<file path="src/rtl/vga_rect_fill_engine.sv">
// rtl/vga_rect_fill_engine.sv - rectangle-fill command FIFO and frame-buffer write sequencer
// Expands queued (x, y, w, h, colour) fills into held/gapped image_word writes for the VGA CDC.
module vga_rect_fill_engine #(
  parameter int X_BITS      = 11,
  parameter int Y_BITS      = 4,
  parameter int HOLD_CYCLES = 4,
  parameter int GAP_CYCLES  = 4,
  parameter int FIFO_DEPTH  = 4
) (
  input  logic              clock,
  input  logic              reset_n,
  input  logic              cmd_valid,
  output logic              cmd_ready,
  input  logic [X_BITS-1:0] cmd_x,
  input  logic [Y_BITS-1:0] cmd_y,
  input  logic [X_BITS:0]   cmd_w,
  input  logic [Y_BITS:0]   cmd_h,
  input  logic [7:0]        cmd_color,
  output logic [31:0]       image_word,
  output logic              io_device_id,
  output logic              busy,
  output logic              done
);
  localparam int PW   = $clog2(FIFO_DEPTH);
  localparam int CW   = X_BITS + Y_BITS + (X_BITS + 1) + (Y_BITS + 1) + 8;
  localparam int TMAX = (HOLD_CYCLES > GAP_CYCLES) ? HOLD_CYCLES : GAP_CYCLES;
  localparam int TW   = (TMAX > 1) ? $clog2(TMAX) : 1;
  localparam logic [X_BITS:0] X_SPAN    = {1'b1, {X_BITS{1'b0}}};
  localparam logic [Y_BITS:0] Y_SPAN    = {1'b1, {Y_BITS{1'b0}}};
  localparam logic [PW:0]     FULL_CNT  = (PW + 1)'(FIFO_DEPTH);
  localparam logic [TW-1:0]   HOLD_LAST = TW'(HOLD_CYCLES - 1);
  localparam logic [TW-1:0]   GAP_LAST  = TW'(GAP_CYCLES - 1);

  typedef enum logic [2:0] {S_IDLE, S_LOAD, S_WRITE, S_GAP, S_DONE} state_t;

  logic [CW-1:0]     r_fifo [FIFO_DEPTH];
  logic [PW-1:0]     r_wr_ptr, r_rd_ptr;
  logic [PW:0]       r_count;
  state_t            r_state;
  logic [X_BITS-1:0] r_x, r_cx;
  logic [Y_BITS-1:0] r_y, r_cy;
  logic [X_BITS:0]   r_w, r_ew, r_col;
  logic [Y_BITS:0]   r_h, r_eh, r_row;
  logic [7:0]        r_color;
  logic [TW-1:0]     r_tmr;
  logic [31:0]       r_image_word;
  logic              r_io_device_id, r_done;

  logic              w_full, w_push, w_pop;
  logic [X_BITS-1:0] w_hx, w_nx;
  logic [Y_BITS-1:0] w_hy, w_ny;
  logic [X_BITS:0]   w_hw, w_room_x, w_ew;
  logic [Y_BITS:0]   w_hh, w_room_y, w_eh;
  logic [7:0]        w_hc;
  logic              w_last_col, w_last_row;

  function automatic logic [31:0] pix_word(input logic wen, input logic [7:0] color,
                                           input logic [X_BITS-1:0] px,
                                           input logic [Y_BITS-1:0] py);
    logic [14:0] addr;
    addr = 15'({py, px});
    return {8'h00, wen, color, addr};
  endfunction

  // Full is judged on the registered count only, so a same-cycle pop never frees a slot early.
  assign w_full    = (r_count == FULL_CNT);
  assign w_push    = cmd_valid && !w_full;
  assign w_pop     = (r_state == S_IDLE) && (r_count != '0);
  assign cmd_ready = !w_full;
  assign busy      = (r_count != '0) || (r_state != S_IDLE);
  assign {w_hx, w_hy, w_hw, w_hh, w_hc} = r_fifo[r_rd_ptr];

  // Clip at the frame edge instead of wrapping into the next row or column.
  assign w_room_x   = X_SPAN - {1'b0, r_x};
  assign w_room_y   = Y_SPAN - {1'b0, r_y};
  assign w_ew       = (r_w < w_room_x) ? r_w : w_room_x;
  assign w_eh       = (r_h < w_room_y) ? r_h : w_room_y;
  assign w_last_col = (r_col == r_ew - (X_BITS + 1)'(1));
  assign w_last_row = (r_row == r_eh - (Y_BITS + 1)'(1));
  assign w_nx       = w_last_col ? r_x : r_cx + X_BITS'(1);
  assign w_ny       = w_last_col ? r_cy + Y_BITS'(1) : r_cy;

  always_ff @(posedge clock) begin
    if (w_push) r_fifo[r_wr_ptr] <= {cmd_x, cmd_y, cmd_w, cmd_h, cmd_color};
  end

  always_ff @(posedge clock) begin
    if (!reset_n) begin
      r_wr_ptr <= '0;
      r_rd_ptr <= '0;
      r_count  <= '0;
    end else begin
      if (w_push) r_wr_ptr <= r_wr_ptr + PW'(1);
      if (w_pop)  r_rd_ptr <= r_rd_ptr + PW'(1);
      case ({w_push, w_pop})
        2'b10:   r_count <= r_count + (PW + 1)'(1);
        2'b01:   r_count <= r_count - (PW + 1)'(1);
        default: r_count <= r_count;
      endcase
    end
  end

  always_ff @(posedge clock) begin
    if (!reset_n) begin
      r_state        <= S_IDLE;
      r_image_word   <= '0;
      r_io_device_id <= 1'b1;
      r_done         <= 1'b0;
      r_tmr          <= '0;
    end else begin
      r_done <= 1'b0;
      case (r_state)
        S_IDLE: begin
          if (w_pop) begin
            r_x            <= w_hx;
            r_y            <= w_hy;
            r_w            <= w_hw;
            r_h            <= w_hh;
            r_color        <= w_hc;
            r_io_device_id <= 1'b0;
            r_state        <= S_LOAD;
          end
        end
        S_LOAD: begin
          if (w_ew == '0 || w_eh == '0) begin
            r_done  <= 1'b1;
            r_state <= S_DONE;
          end else begin
            r_ew         <= w_ew;
            r_eh         <= w_eh;
            r_cx         <= r_x;
            r_cy         <= r_y;
            r_col        <= '0;
            r_row        <= '0;
            r_tmr        <= '0;
            r_image_word <= pix_word(1'b1, r_color, r_x, r_y);
            r_state      <= S_WRITE;
          end
        end
        S_WRITE: begin
          if (r_tmr == HOLD_LAST) begin
            r_tmr            <= '0;
            r_image_word[23] <= 1'b0;
            r_state          <= S_GAP;
          end else begin
            r_tmr <= r_tmr + TW'(1);
          end
        end
        S_GAP: begin
          if (r_tmr != GAP_LAST) begin
            r_tmr <= r_tmr + TW'(1);
          end else if (w_last_col && w_last_row) begin
            r_tmr   <= '0;
            r_done  <= 1'b1;
            r_state <= S_DONE;
          end else begin
            r_tmr        <= '0;
            r_cx         <= w_nx;
            r_cy         <= w_ny;
            r_col        <= w_last_col ? '0 : r_col + (X_BITS + 1)'(1);
            r_row        <= w_last_col ? r_row + (Y_BITS + 1)'(1) : r_row;
            r_image_word <= pix_word(1'b1, r_color, w_nx, w_ny);
            r_state      <= S_WRITE;
          end
        end
        S_DONE: begin
          r_io_device_id <= 1'b1;
          r_state        <= S_IDLE;
        end
        default: begin
          r_io_device_id <= 1'b1;
          r_state        <= S_IDLE;
        end
      endcase
    end
  end

  assign image_word   = r_image_word;
  assign io_device_id = r_io_device_id;
  assign done         = r_done;
endmodule

</file>
<file path="config.mk">
export PLATFORM = sky130hd
export DESIGN_NAME = vga_rect_fill_engine
export DESIGN_NICKNAME = d
export VERILOG_FILES = /design/src/rtl/vga_rect_fill_engine.sv
export SDC_FILE = /design/constraint.sdc
export NUM_CORES = 1
export LEC_CHECK = 0
export BUFFER_PORTS_ARGS = -buffer_cell sky130_fd_sc_hd__buf_4
export CAP_MARGIN = 30
export CELL_PAD_IN_SITES_DETAIL_PLACEMENT = 0
export CELL_PAD_IN_SITES_GLOBAL_PLACEMENT = 1
export CORE_MARGIN = 2
export CORE_UTILIZATION = 55
export DETAILED_ROUTE_END_ITERATION = 12
export PLACE_DENSITY = 0.94
export SKIP_CTS_REPAIR_TIMING = 1
export SYNTH_ARGS = -nofsm -noshare
export SYNTH_HDL_FRONTEND = slang
export SYNTH_SLANG_ARGS = --single-unit
</file>
<file path="constraint.sdc">
create_clock -name clock -period 8.4 [get_ports clock]
set_input_delay 0.42 -clock clock [delete_from_list [all_inputs] [get_ports clock]]
set_output_delay 0.42 -clock clock [all_outputs]
set_load 0.02 [all_outputs]
</file>
==> results by stage <==
Outcome:
- The flow ran to the end, and the final reports show no timing, DRC or antenna violations.

Global routing:
- The initial antenna violation count is 0.
- Summed over all layers, the global routing overflow is 0.
- The via count of the first global-routing pass is 7369.
- The global routing usage summed across all routing layers is 20.8%.
- The largest net degree at the start of global routing is 49.
- The first global-routing pass estimated 39400 um of wire.

Timing:
- The number of pins with negative max-slew slack in the final report came to 0.
- On the final layout, the worst hold slack is roughly 66 ps.
- The clock tree skew after final layout is 11.9 ps.
- The routed design could run at a clock period as short as 5020 ps.
- Setup violations remaining at the end of the flow were counted as 0.
- For the pin with the worst max-slew slack, the measured transition is between 900 and 1000 ps.
- The setup slack after layout is approximately 3400 ps.
- The final count of hold timing violations was 0.
- The normalized max-slew margin is between 30% and 40%.
- Setup repair after global routing left no endpoint under its margin.
- The upper clock frequency limit is about 200 MHz.
- The worst path uses 59.8% of the clock period.
- The final total negative setup slack is 0 ps.

Clock network:
- The clock tree from TritonCTS is built.
- The clock sink count is around 290.
- The clock input transition at the sequential cells of the worst setup and hold paths is 60 ps.
- The longest clock path from root to sink contains 3 buffers.
- For the worst-skew pair, the clock arrives at the later sink with an insertion delay of 550 ps.
- CTS built an H-tree with a depth of 1.
- Buffers inserted during clock tree synthesis total 29.
- The buffer cell driving the clock tree root is clkbuf_16.

Drt:
- The DRC violation total after the first TritonRoute iteration is 671.
- The total via count in the routed design is 7407.
- The count of nets left with antenna violations once routing finished came out at 0.
- The first TritonRoute pass finished after 7 iterations.
- In the routed design, unresolved DRC markers number 0.
- In the final routed layout, each cell accounts on average for 19.7 um.
- The number of vias per cell after detailed routing is 5.96.
- The routed design has roughly 24000 um of wire.

Die:
- The total die area is approximately 24000 um2.
- The die is 155 um tall.
- For this configuration, the core starts out at a cell density of 55.7%.
- The area of the placeable core is 22600 um2.
- The width of the die is 155 um.
- The placement row count is 55.
- For this design the top-level I/O count stands at slightly below 80.

Pwr:
- IR analysis of the VDD net gives a maximum drop of 222 uV.
- The total power divided by cell area is 310 nW/um2.
- The static leakage power is 5.02 nW.

Place:
- In this run the cell area measured after placement is 13500 um2.
- Summed over all nets, the half-perimeter wirelength after detailed placement is 16400 um.
- The congestion estimate from routability-driven global placement came to ~0.86.
- The count of port buffers added during placement is 70.
- At the placement stage, the worst setup path has a slack of 3450 ps.

Logic synthesis:
- The prevailing post-synth register cell is edfxtp_1.
- Sequential cells were found to cover 65.5% of the synthesized design area.
- Synthesis handed over a netlist of approximately 860 instances.
- Yosys mapped a number of flops with a built-in enable equal to 249.
- The proportion of register bits with asynchronous set or reset after synthesis is 0%.
- In this run, distinct cell masters in the synthesized netlist total 72.
- A synthesized cell averages roughly 15 um2.
- The number of flip-flops and latches in the synthesized netlist is ~290.
- The total standard cell area after synthesis is about 13000 um2.
- The Yosys warning count is 0.

Final layout:
- The layout overhead on the synthesized area is 14.6%.
- The number of antenna diodes is 0.
- The post-route netlist has 20.7% of its cells at a drive strength greater than 1.
- The final non-filler cell area is 14400 um2.
- At the end of the flow, the number of nets in the layout was 1008.

Hold path:
- Along the worst hold path, the cell count comes to 1.
- The worst hold path begins at cmd_x[8].
- For hold timing, the worst endpoint is r_fifo[3][37].
- The path class of the tightest hold or removal check is in -> reg.

Setup path:
- STA classifies the critical path startpoint as a register.
- For the worst flop-to-flop path, the logic depth is 12.
- The critical path is of the reg -> reg type.
- The critical path starts at r_x[0].
- The arrival time at the worst endpoint is 5460 ps.
- The nature of the critical path endpoint is a register.
- Setup slack on the worst reg-to-reg path comes out at 3380 ps.
- The endpoint of the most critical register-to-register path is image_word[5].
- At the worst endpoint, the required time is 8830 ps.
- The peak fanout along the critical path is 22.
- In this run the critical register-to-register path is launched from r_x[0].

Run:
- The tool flagged a number of max-cap violations equal to 0.
final cells by class:
class                   count  area [um2]
repair buffers             82         726
inverters                  27         101
clock inverters            15         126
fillers                  1584        8160
multi-input cells         508        4050
flip-flops and latches    287        8240
clock buffers              39         813
well taps                 285         357
layout by cell type (no fill, tap or decap), drive strengths merged, types with 8 or more instances in the layout:
cell,count
a21oi,18
a2bb2oi,12
and2,19
and3,11
buf,82
clkbuf,39
clkinv,10
conb,8
dfxtp,38
edfxtp,249
ha,29
inv,29
mux4,40
nand2,79
nand3,24
nand4,8
nor2,42
nor3,12
nor4,12
o21ai,36
xnor2,25
xor2,30
cell families (layout without fill, tap and decap cells):
group / count (synthesis) / count (layout) / synth area share [%]
AOI/OAI and AO/OA: 123 / 123 / 7.05
buffers and inverters: 70 / 163 / 2.62
DFF: 287 / 287 / 65.5
xor gates and xnor gates: 55 / 55 / 3.83
adders and majority gates: 30 / 30 / 3.04
muxes: 53 / 53 / 8.35
and+or+nand+nor: 239 / 239 / 9.58
other: 1 / 8 / 0.0298
state kept, by name, indices dropped and copies added, names as in the netlist, 3 cells and up:
register,cells
r_cy,4
r_state,3
r_y,4
r_ew,12
r_row,5
r_fifo,160
r_col,12
r_eh,5
r_x,11
r_color,8
r_w,12
r_count,3
r_h,5
image_word,24
r_cx,11
worst max-delay path, cell delays in order (launching register included):
cell       delay [ps]
edfxtp_1          440
inv_1             130
ha_1              210
or4b_1            610
o21a_1            240
or2_2             300
ha_1              300
nand4_1           100
a2111oi_0         540
o41ai_1           270
a2111o_1          600
a31oi_4           740
mux2_2            420
where the power goes:
group          leakage (nW)  switching (mW)  internal [mW]
Sequential             2.60           0.173           1.87
Clock                 0.462           0.525          0.715
Combinational          1.95           0.653          0.524
per-layer routing:
layer	share of wire (%)	GRT usage [%]
met3	6.1	3.31
met2	48	33.6
met1	43	29.8
met5	0	0
met4	2.3	5.50
cells in the mapped netlist, drive strengths merged (6+ instances only):
master / n / area share [%]
mux2i: 7 / 0.56
buf: 20 / 1.1
o21ai: 36 / 1.4
xor2: 30 / 2.1
nor3: 12 / 0.48
nand4: 8 / 0.40
ha: 29 / 2.9
nand3: 24 / 0.96
mux4: 40 / 7.2
nor4: 12 / 0.72
and3: 11 / 0.55
nand2: 79 / 2.4
xnor2: 25 / 1.7
clkbuf: 23 / 0.69
a2bb2oi: 12 / 0.84
dfxtp: 38 / 6.0
mux2: 6 / 0.63
edfxtp: 249 / 59
inv: 27 / 0.81
nor2: 42 / 1.3
and2: 19 / 0.95
a21oi: 18 / 0.72
o31ai: 6 / 0.36
through the flow:
step           total power, mW  std cells  utilization (%)
6_report                  4.47       1243             63.8
5_1_grt                   4.69       1243             63.8
4_1_cts                   4.50       1243             63.8
3_5_place_dp              3.25       1189             59.7
3_3_place_gp              3.19       1182             59.0
2_1_floorplan             2.88        865                -
worst max-delay path by stage:
| stage | endpoint | slack [ps] | cells past startpoint |
|---|---|---|---|
| final | image_word[5] | 3380 | 12 |
| after global placement | r_col[7] | 3610 | 12 |
| after floorplan | r_eh[0] | 3580 | 13 |
| after CTS | image_word[5] | 3390 | 12 |
| after global routing | image_word[6] | 3000 | 12 |
| after detailed placement | image_word[6] | 3450 | 12 |
No activity file was read; power rests on OpenSTA's default activity.
